==> config.mk <==
export PLATFORM = sky130hd
export DESIGN_NAME = tdm_slot_sequencer
export DESIGN_NICKNAME = d
export VERILOG_FILES = /design/src/rtl/tdm_pkg.sv /design/src/rtl/tdm_slot_sequencer_next_ch_find.sv /design/src/rtl/tdm_slot_sequencer.sv
export SDC_FILE = /design/constraint.sdc
export NUM_CORES = 1
export LEC_CHECK = 0
export BUFFER_PORTS_ARGS = -buffer_cell sky130_fd_sc_hd__buf_4
export CAP_MARGIN = 20
export CORE_AREA = 10 10 62 64
export CTS_BUF_LIST = sky130_fd_sc_hd__clkbuf_4
export CTS_CLUSTER_DIAMETER = 100
export DETAILED_ROUTE_END_ITERATION = 16
export DIE_AREA = 0 0 72 74
export PLACE_DENSITY = 0.8
export SLEW_MARGIN = 20
export SYNTH_ARGS = -nofsm -noshare
export SYNTH_HDL_FRONTEND = slang
export SYNTH_SLANG_ARGS = --single-unit
==> constraint.sdc <==
create_clock -name clk -period 2.4 [get_ports clk]
set_input_delay 0 -clock clk [delete_from_list [all_inputs] [get_ports clk]]
set_output_delay 0 -clock clk [all_outputs]
set_load 0.01 [all_outputs]
==> src/rtl/tdm_pkg.sv <==
// Shared types and helpers for the TDM slot sequencer and its channel finder.
package tdm_pkg;

    localparam int CH_W   = 3;
    localparam int NUM_CH = 8;

    typedef enum logic {
        IDLE = 1'b0,
        SLOT = 1'b1
    } state_e;

    // Slot counter needs at least one bit even when SLOT_CYCLES is 1.
    function automatic int cntWidth(input int slotCycles);
        int w;
        w = $clog2(slotCycles);
        return (w < 1) ? 1 : w;
    endfunction

    function automatic logic [CH_W-1:0] lowestSet(input logic [NUM_CH-1:0] mask);
        logic [CH_W-1:0] idx;
        idx = '0;
        for (int i = NUM_CH - 1; i >= 0; i--) begin
            if (mask[i]) begin
                idx = CH_W'(i);
            end
        end
        return idx;
    endfunction

endpackage

==> src/rtl/tdm_slot_sequencer_next_ch_find.sv <==
// Combinational search of a channel mask: next set bit above cur, and the lowest set bit.
module next_ch_find
    import tdm_pkg::*;
(
    input  logic [NUM_CH-1:0] mask_i,
    input  logic [CH_W-1:0]   cur_i,
    output logic [CH_W-1:0]   nxt_o,
    output logic              found_o,
    output logic [CH_W-1:0]   first_o
);

    // Scanning downward lets the last hit be the lowest qualifying index.
    always_comb begin
        nxt_o   = '0;
        found_o = 1'b0;
        first_o = '0;
        for (int i = NUM_CH - 1; i >= 0; i--) begin
            if (mask_i[i]) begin
                first_o = CH_W'(i);
            end
            if (mask_i[i] && (i > int'(cur_i))) begin
                nxt_o   = CH_W'(i);
                found_o = 1'b1;
            end
        end
    end

endmodule

==> src/rtl/tdm_slot_sequencer.sv <==
// Frame sequencer driving sel/en/data of an 8-way 1-bit demux, one slot per enabled channel.
module tdm_slot_sequencer
    import tdm_pkg::CH_W;
    import tdm_pkg::state_e;
    import tdm_pkg::IDLE;
    import tdm_pkg::SLOT;
    import tdm_pkg::cntWidth;
    import tdm_pkg::lowestSet;
#(
    parameter int SLOT_CYCLES = 4,
    parameter int NUM_CH      = 8
) (
    input  logic              clk,
    input  logic              rst,
    input  logic              start_i,
    input  logic              stop_i,
    input  logic              din_i,
    input  logic [NUM_CH-1:0] ch_mask_i,
    output logic [CH_W-1:0]   sel_o,
    output logic              en_o,
    output logic              dout_o,
    output logic              busy_o,
    output logic              frame_done_o,
    output logic [7:0]        frame_cnt_o,
    output logic              cfg_err_o
);

    localparam int CNT_W = cntWidth(SLOT_CYCLES);
    localparam logic [CNT_W-1:0] LAST_CNT = CNT_W'(SLOT_CYCLES - 1);

    state_e            state_q;
    logic [NUM_CH-1:0] mask_q;
    logic [CNT_W-1:0]  slotCnt_q;
    logic              stopReq_q;
    logic [CH_W-1:0]   sel_q;
    logic              en_q;
    logic              dout_q;
    logic              busy_q;
    logic              frameDone_q;
    logic [7:0]        frameCnt_q;
    logic              cfgErr_q;

    logic [NUM_CH-1:0] findMask;
    logic [CH_W-1:0]   nxtCh;
    logic              nxtFound;
    logic [CH_W-1:0]   firstCh;
    logic              stopNow;

    // In IDLE the finder looks at the live mask to pick the first slot; otherwise at the latched frame mask.
    assign findMask = (state_q == IDLE) ? ch_mask_i : mask_q;
    assign stopNow  = stopReq_q | stop_i;

    next_ch_find u_find (
        .mask_i  (findMask),
        .cur_i   (sel_q),
        .nxt_o   (nxtCh),
        .found_o (nxtFound),
        .first_o (firstCh)
    );

    always_ff @(posedge clk) begin
        if (rst) begin
            state_q     <= IDLE;
            mask_q      <= '0;
            slotCnt_q   <= '0;
            stopReq_q   <= 1'b0;
            sel_q       <= '0;
            en_q        <= 1'b0;
            dout_q      <= 1'b0;
            busy_q      <= 1'b0;
            frameDone_q <= 1'b0;
            frameCnt_q  <= '0;
            cfgErr_q    <= 1'b0;
        end else begin
            frameDone_q <= 1'b0;
            cfgErr_q    <= 1'b0;
            dout_q      <= din_i;
            case (state_q)
                IDLE: begin
                    if (start_i) begin
                        if (ch_mask_i != '0) begin
                            mask_q    <= ch_mask_i;
                            sel_q     <= firstCh;
                            en_q      <= 1'b1;
                            busy_q    <= 1'b1;
                            slotCnt_q <= '0;
                            state_q   <= SLOT;
                        end else begin
                            cfgErr_q <= 1'b1;
                        end
                    end
                end
                SLOT: begin
                    if (stop_i) begin
                        stopReq_q <= 1'b1;
                    end
                    if (slotCnt_q == LAST_CNT) begin
                        slotCnt_q <= '0;
                        if (nxtFound) begin
                            sel_q <= nxtCh;
                        end else begin
                            // Frame boundary: a pending stop beats reloading the mask.
                            frameDone_q <= 1'b1;
                            frameCnt_q  <= frameCnt_q + 8'd1;
                            if (stopNow) begin
                                en_q      <= 1'b0;
                                busy_q    <= 1'b0;
                                stopReq_q <= 1'b0;
                                state_q   <= IDLE;
                            end else if (ch_mask_i == '0) begin
                                cfgErr_q  <= 1'b1;
                                en_q      <= 1'b0;
                                busy_q    <= 1'b0;
                                stopReq_q <= 1'b0;
                                state_q   <= IDLE;
                            end else begin
                                mask_q <= ch_mask_i;
                                sel_q  <= lowestSet(ch_mask_i);
                            end
                        end
                    end else begin
                        slotCnt_q <= slotCnt_q + CNT_W'(1);
                    end
                end
                default: state_q <= IDLE;
            endcase
        end
    end

    assign sel_o        = sel_q;
    assign en_o         = en_q;
    assign dout_o       = dout_q;
    assign busy_o       = busy_q;
    assign frame_done_o = frameDone_q;
    assign frame_cnt_o  = frameCnt_q;
    assign cfg_err_o    = cfgErr_q;

endmodule

==> results of run 1 <==
[placed cells by master, fill, tap and decap left out, types with 2 or more instances in the layout]
cell type,n
inv_1,5
dlygate4sd3_1,10
buf_4,34
clkbuf_4,3
nand2_1,14
a211oi_1,7
nor4_1,2
dfxtp_1,25
a31oi_1,3
nor2b_1,4
xor2_1,3
nand3_1,6
nor2_1,21
a22o_1,7
a21oi_1,12
and3_1,4
nor3_1,5
mux2i_1,3
nor3b_1,2
ha_1,2
o21ai_0,3
[logic make-up after synthesis]
kind of cell	after synthesis	share of synthesized area
and+or+nand+nor	64	0.2083
AOI/OAI and AO/OA	47	0.2832
DFF	26	0.3580
buffers and inverters	13	0.04819
muxes	7	0.06110
xor gates and xnor gates	4	0.02410
adders and majority gates	2	0.01721
[worst min-delay path by stage]
stage            startpoint                          end  slack, ps  cells after the start
5_1_grt                 rst  frame_cnt_o[4]$_SDFFE_PP0P_         20                      2
4_1_cts                 rst  frame_cnt_o[4]$_SDFFE_PP0P_          8                      2
2_1_floorplan  ch_mask_i[1]       mask_q[1]$_SDFFE_PP0P_        130                      1
6_report                rst  frame_cnt_o[0]$_SDFFE_PP0P_         10                      2
3_5_place_dp          din_i            dout_o$_SDFF_PP0_        230                      2
3_3_place_gp          din_i            dout_o$_SDFF_PP0_        210                      2
[state kept, by name (all words and copies together), names as in the netlist]
signal	flops
cfg_err_o	1
frame_cnt_o	8
state_q	1
stopReq_q	1
sel_o	3
mask_q	7
slotCnt_q	2
dout_o	1
busy_o	1
frame_done_o	1
[worst max-delay path, stage by stage, from the launching register on]
cell and delay [ps]:
dfxtp_2 490, nor3b_1 370, o32ai_4 150, a211oi_4 270, and2_1 240, buf_4 170, a311oi_4 140, a22o_1 270
[stage by stage]
| stage | std cells | utilization | power [mW] | setup WS, ps | hold slack, ps |
|---|---|---|---|---|---|
| 2_1_floorplan | 163 | - | 0.6052 | 240.4 | 125.7 |
| 5_1_grt | 233 | 0.6847 | 0.8965 | 71.43 | 18.80 |
| 4_1_cts | 233 | 0.6833 | 0.8604 | 80.45 | 7.855 |
| 6_report | 233 | 0.6847 | 0.8549 | 218.6 | 13.52 |
| 3_3_place_gp | 220 | 0.6372 | 0.6604 | 187.0 | 212.8 |
| 3_5_place_dp | 220 | 0.6372 | 0.6673 | 108.1 | 233.1 |
[layer usage]
layer | up-vias | global-route usage | wire length (microns)
met2 | 25 | 0.2500 | 1882
met5 | - | 0 | 0
met1 | 625 | 0.1478 | 1529
met3 | 8 | 0.03457 | 146
li1 | 671 | - | -
met4 | 0 | 0.07097 | 57
[report_power, final]
part / total [mW] / internal, mW / switching (mW)
Combinational: 0.195 / 0.0959 / 0.0989
Clock: 0.182 / 0.0588 / 0.123
Sequential: 0.478 / 0.450 / 0.0279
[repair_timing]
item	CTS	global route
hold endpoints to repair	10	0
endpoints found under the setup margin	0	8
hold buffers	10	0
gates resized for setup	0	2
[cell type report]
type / instances / area, sq um
Tap cell: 31 / 38.79
Clock buffer: 3 / 22.52
Multi-Input combinational cell: 124 / 865.8
Timing Repair Buffer: 44 / 355.3
Sequential cell: 26 / 521.8
Inverter: 5 / 18.77
Fill cell: 234 / 839.6
==> results.cfg, run 1 <==
[placement]
port_buffers = 28
dpl_cell_area_sq_um = 1697
dp_hpwl_microns = 2756
routabilityCongestion = 0.9085

[grt]
track_usage = 0.1389
grt_pass1_vias = 1407
grt_pass1_wl_microns = 6182
antenna_found_initial = 0
grt_max_degree = 22
overflow = 0

[logic_synthesis]
synth_cells = 163
syn_avg_cell_area_sq_um = 8.920
synth_top_area_frac = 0.3580
synth_cell_types = 48
netlist_area_sq_um = 1454
yosys-top-cells-area = dfxtp_1, nor2_1, a22o_1
synth.most_common_cell = dfxtp_1
seq_area_frac_synth = 0.3580
synth_common_cells = dfxtp_1, nor2_1, nand2_1
ys_ff_latch = 26
synthesis.nets = 178
synth_ff_type = dfxtp_1
synth.largest_area_cell = dfxtp_1
synth_edf_count = 0
async_flop_share = 0
yosysWarnings = 0

[drt]
drt_iter0_markers = 86
drc = 0
viasPerCell = 5.704
firstDrtPassIters = 5
avgRoutedWirePerCell_microns = 15.52
via_count = 1329
routed_wl_microns = 3616
drtAntennaViolNets = 0

[timing]
fin_worst_skew_ps = 4.094
fin_setup_tns_ps = 0
setup_viol = 0
worstMarginPinSlew_ps = 475.7
hold_viol = 0
fin_crit_sh = 0.9089
slew_headroom = 0.6818
post-route-min-period_ps = 2181
rsz0062_at_grt = no
fmax_mhz = 458.4
maxSlewViolCount = 0

[finish]
drive_above_1_share = 0.2327
final_area_sq_um = 1823
syn_to_final_growth_pct = 25.39
final_nets = 219
antenna_cells = 0

[floorplanning]
io_pins = 29
fp-row-count = 19
die_h_microns = 74
start_util = 0.5461
core-area_sq_um = 2663
die_area_sq_um = 5328
die_x_microns = 72

[clock_network]
htreeDepth = 1
cts_max_path_buffers = 2
clkSlewWorstSetupHoldPaths_ps = 130
cts_tree = built
clock-sinks = 26
cts_buffers = 3
insertion_delay_ps = 320
cts_setup_buffers = 0
cts_root_buffer = clkbuf_4

[pwr]
p_leak_nw = 0.7479
ir_worst_vdd_mv = 0.3192
power_density_nw_per_um2 = 468.9

[worst_setup_path]
critical_path_required_ps = 2620
reg2regPathDepth = 7
crit_start = state_q$_SDFF_PP0_
cp_max_fo = 8
worstPathArrival_ps = 2400
worstSetupStartpointType = flip-flop
r2r_setup_slack_ps = 220
timing.rr.start = state_q$_SDFF_PP0_
crit_end = mask_q[6]$_SDFFE_PP0P_
crit_type = flip-flop to flip-flop
worstReg2RegEnd = mask_q[6]$_SDFFE_PP0P_
endpoint_kind = flip-flop

[run_status]
outcome = completed

[hold_path]
hold_class = input port to flip-flop

[flow_run]
maxCapViolations = 0
(Power assumes the default switching activity.)
==> inputs of run 2 (changes only) <==
- CORE_AREA: 10 10 62 64 -> 10 10 63 65
- CTS_BUF_LIST: sky130_fd_sc_hd__clkbuf_4 -> not set
- DIE_AREA: 0 0 72 74 -> 0 0 73 75
- PLACE_DENSITY: 0.8 -> 0.77
- SETUP_SLACK_MARGIN: not set -> 0.2
==> run 2 against run 1 <==
Against the previous run: first-iteration DRC count grew 34%; critical path depth grew 2; die area grew 2.8%; sequential power is essentially flat; final cell count grew 0.86%; critical endpoint is now mask_q[5]$_SDFFE_PP0P_.
==> results.cfg, run 2 (synthesized netlist as in run 1, its figures left out) <==
[worst_setup_path]
critical_path_required_ps = 2620
crit_path_top_delay_cell = dfxtp_4
crit_chain = buf_4 > o41ai_4 > buf_4 > a211oi_4 > and2_4 > buf_4 > a311oi_4 > buf_4 > a22o_1
cp_max_fo = 13
endpoint_kind = flip-flop
worstPathArrival_ps = 2320
crit_type = flip-flop to flip-flop
max_stage_delay_ps = 460
worstSetupStartpointType = flip-flop
cpMostUsedCell = buf_4

[grt]
overflow = 0
antenna_found_initial = 0
grt_max_degree = 22
grt_pass1_vias = 1361
grt_pass1_wl_microns = 6417
track_usage = 0.1435

[pwr]
power_uw = 864.5
p_leak_nw = 0.7643
ir_worst_vdd_mv = 0.4110
p_int_uw = 610.0
power_density_nw_per_um2 = 462.5
power.share.sequential = 0.557
combinationalPowerShare = 0.237
net-switching-power_uw = 254.5
clkPwrFrac = 0.206
switching_share = 0.2943

[timing]
post-route-min-period_ps = 2108
maxSlewViolCount = 0
worstMarginPinSlew_ps = 582.9
fin_worst_skew_ps = 1.949
rsz0062_at_grt = no
holdWs_ps = 27.12
fmax_mhz = 474.5
fin_crit_sh = 0.8782
setup_viol = 0
hold_viol = 0
fin_setup_tns_ps = 0
slew_headroom = 0.6078

[finish]
syn_to_final_growth_pct = 28.57
largest_reg_flops = 8
final_common_cell = buf_4
drive_above_1_share = 0.2647
antenna_cells = 0
layout_common_cells = buf_4, dfxtp_1, nor2_1
nFillCells = 223
final_area_sq_um = 1869
final_nets = 221

[floorplanning]
core-area_sq_um = 2710
die_x_microns = 73
fp-row-count = 19
die_area_sq_um = 5475
io_pins = 29
die_h_microns = 75
start_util = 0.5365

[drt]
drc = 0
drtAntennaViolNets = 0
route.met2.wl_microns = 2007
avgRoutedWirePerCell_microns = 16.44
firstDrtPassIters = 4
routed.top_layer = met4
via_count = 1363
wl_met3_microns = 259
drt_iter0_markers = 115
viasPerCell = 5.800
routed_wl_microns = 3864
met1Wirelength_microns = 1580

[placement]
port_buffers = 28
dpl_cell_area_sq_um = 1697
routabilityCongestion = 0.9323
dp_hpwl_microns = 2883

[clock_network]
clkSlewWorstSetupHoldPaths_ps = 130
insertion_delay_ps = 310
htreeDepth = 1
cts_max_path_buffers = 2
cts_buffers = 3
cts_root_buffer = clkbuf_4
cts_tree = built
clock-sinks = 26

[hold_path]
hold_class = input port to flip-flop

[flow_run]
maxCapViolations = 0

[run_status]
outcome = completed
## run 2: power by group through the flow
stage                     logic [mW]  clock network, mW  registers, mW
after detailed placement       0.181                  0          0.488
after floorplan                0.131                  0          0.475
final                          0.205              0.178          0.481
after global placement         0.176                  0          0.486
after global routing           0.227              0.198          0.484
after CTS                      0.195              0.184          0.479
## run 2: worst max-delay path: cells and delay by family (launching register included)
kind / cells / cell delay [ps]
flip-flops: 1 / 460
buffers and inverters: 4 / 710
AO/OA/AOI/OAI: 4 / 640
AND/OR/NAND/NOR: 1 / 190
## run 2: worst paths after layout
check                          from                     endpoint  slack, ps  cells past startpoint
min reg2reg  mask_q[7]$_SDFFE_PP0P_       mask_q[7]$_SDFFE_PP0P_        500                      1
max              state_q$_SDFF_PP0_       mask_q[5]$_SDFFE_PP0P_        290                      9
max reg2reg      state_q$_SDFF_PP0_       mask_q[5]$_SDFFE_PP0P_        290                      9
min                             rst  frame_cnt_o[6]$_SDFFE_PP0P_         30                      2
## run 2: what timing repair did
item	in CTS	in global routing
hold buffers	10	0
endpoints found under the setup margin	8	10
endpoints found under the hold margin	10	0
pin swaps	0	2
setup buffers	0	2
gates resized for setup	1	8
## run 2: per-stage QoR
step	std cells	util	worst slack, ps
2_1_floorplan	163	-	240.4
3_3_place_gp	220	0.6260	192.3
3_5_place_dp	220	0.6260	108.9
4_1_cts	233	0.6717	221.9
5_1_grt	235	0.6898	223.9
6_report	235	0.6898	292.4
## run 2: layout make-up
class                      instances  area, sq um  share of cell area
multi-input combinational        124        893.4              0.4779
sequential                        26        525.5              0.2811
timing repair buffer              46        370.4              0.1981
tap                               31        38.79             0.02075
clock buffer                       3        22.52             0.01205
inverter                           5        18.77             0.01004
## run 2: metal layers
layer  global-route usage  vias up
met1               0.1655      641
met4              0.04430        0
met2               0.2502       43
met5                    0        -
met3              0.04074        2
li1                     -      677
==> inputs of run 3 (changes only) <==
- CORE_AREA: 10 10 63 65 -> 2 2 55 57
- DIE_AREA: 0 0 73 75 -> 0 0 57 59
==> run 3 against run 2 <==
Against the previous run: die area fell by 39%; sequential cell count is the same; sequential power about the same; fmax is 1.6% lower; clock skew up 6.6 ps; non-clock buffer count rose by 1; setup slack lost 35 ps; power rose by 1.1%; critical path depth shrank 1; final cell count increased by 0.43%; critical endpoint is now mask_q[7]$_SDFFE_PP0P_.
==> results.cfg, run 3 (synthesized netlist as in run 1, its figures left out) <==
[run_status]
outcome = completed

[timing]
fin_worst_skew_ps = 8.536
fmax_mhz = 466.7
holdWs_ps = 10.99
rsz0062_at_grt = no
slew_headroom = 0.6252
hold_viol = 0
worstMarginPinSlew_ps = 557.1
fin_setup_tns_ps = 0
maxSlewViolCount = 0
setup_viol = 0
post-route-min-period_ps = 2143
fin_crit_sh = 0.8928

[finish]
syn_to_final_growth_pct = 28.49
layout_common_cells = buf_4, dfxtp_1, nor2_1
nFillCells = 223
multi_input_area_sq_um = 884.6
largest_reg_flops = 8
seq_area_sq_um = 525.5
finalNonFillerCells = 236
final_common_cell = buf_4
antenna_cells = 0
final_nets = 222
drive_above_1_share = 0.2634
final_area_sq_um = 1868

[grt]
track_usage = 0.2296
overflow = 0
grt_pass1_vias = 1334
antenna_found_initial = 0
grt_max_degree = 22
grt_pass1_wl_microns = 6051

[worst_setup_path]
cpMostUsedCell = buf_4
critical_path_required_ps = 2620
crit_type = flip-flop to flip-flop
reg2regPathDepth = 8
worstSetupStartpointType = flip-flop
max_stage_delay_ps = 460
cp_max_fo = 8
worstPathArrival_ps = 2360
endpoint_kind = flip-flop
crit_chain = mux2i_4 > o21ai_1 > a221oi_4 > and2_4 > buf_4 > a311oi_4 > buf_4 > a22o_1
crit_path_top_delay_cell = dfxtp_4

[flow_run]
maxCapViolations = 0

[placement]
dpl_cell_area_sq_um = 1697
dp_hpwl_microns = 2626
port_buffers = 28
dp_cells = 220
routabilityCongestion = 0.9531

[drt]
drc = 0
firstDrtPassIters = 4
avgRoutedWirePerCell_microns = 16.02
viasPerCell = 6.034
via_count = 1424
drt_iter0_markers = 84
routed_wl_microns = 3780
drtAntennaViolNets = 0

[hold_path]
hold_class = input port to flip-flop
holdPathStages = 2

[pwr]
ir_worst_vdd_mv = 0.3469
power_density_nw_per_um2 = 468.0
power_uw = 874.2
p_leak_nw = 0.7676

[floorplanning]
start_util = 0.5365
fp-row-count = 19
die_h_microns = 59
core-area_sq_um = 2710
die_area_sq_um = 3363
die_x_microns = 57
io_pins = 29

[clock_network]
insertion_delay_ps = 320
clock-sinks = 26
cts_max_path_buffers = 2
cts_root_buffer = clkbuf_4
htreeDepth = 1
cts_buffers = 3
cts_tree = built
clkSlewWorstSetupHoldPaths_ps = 140
[run 3: changes by cell type in the layout (fill, tap and decap cells not counted)]
cell	delta
a31oi_1	+1
a31oi_2	-1
buf_4	+1
nor2_1	-1
nor2_2	+1
nor3_1	+1
nor3_2	-1
[run 3: final timing paths]
path,slack [ps],startpoint,endpoint
setup / recovery,260,state_q$_SDFF_PP0_,mask_q[7]$_SDFFE_PP0P_
hold / removal,10,rst,slotCnt_q[1]$_SDFFE_PP0P_
setup reg to reg,260,state_q$_SDFF_PP0_,mask_q[7]$_SDFFE_PP0P_
hold reg to reg,510,slotCnt_q[1]$_SDFFE_PP0P_,slotCnt_q[1]$_SDFFE_PP0P_
[run 3: final cells by class]
type                            count  area share
Clock buffer                        3     0.01206
Inverter                            5     0.01005
Tap cell                           31     0.02076
Sequential cell                    26      0.2813
Multi-Input combinational cell    124      0.4735
Timing Repair Buffer               47      0.2023
[run 3: power breakdown]
part | internal [mW] | total [mW] | switching, mW | leakage [nW]
sequential | 0.450 | 0.483 | 0.0325 | 0.213
clock | 0.0588 | 0.185 | 0.126 | 0.0138
combinational | 0.103 | 0.207 | 0.104 | 0.541
total | 0.611 | 0.874 | 0.263 | 0.768
[run 3: per-stage QoR]
step,util,setup slack (ps)
global placement,0.6260,192.1
global route,0.6893,189.8
detailed placement,0.6260,99.89
floorplan,-,240.4
finish,0.6893,257.4
CTS,0.6717,218.4
[run 3: timing repair]
item | 4_1_cts | 5_1_grt
endpoints found under the hold margin | 10 | 0
hold buffers | 10 | 0
gates resized for setup | 1 | 7
setup buffers | 0 | 3
setup endpoints to repair | 8 | 8
pin swaps | 0 | 2
[run 3: metal layers]
layer,track usage,vias up,wire length (microns)
li1,-,677,-
met1,0.3038,670,1625
met2,0.3810,62,1833
met3,0.02620,15,221
met4,0.09967,0,99
met5,0,-,0
[run 3: critical path, delay by kind of cell (launching register included)]
kind | cells | cell delay (ps)
AOI/OAI and AO/OA | 4 | 800
buffers and inverters | 2 | 310
DFF | 1 | 460
muxes | 1 | 280
and+or+nand+nor | 1 | 200
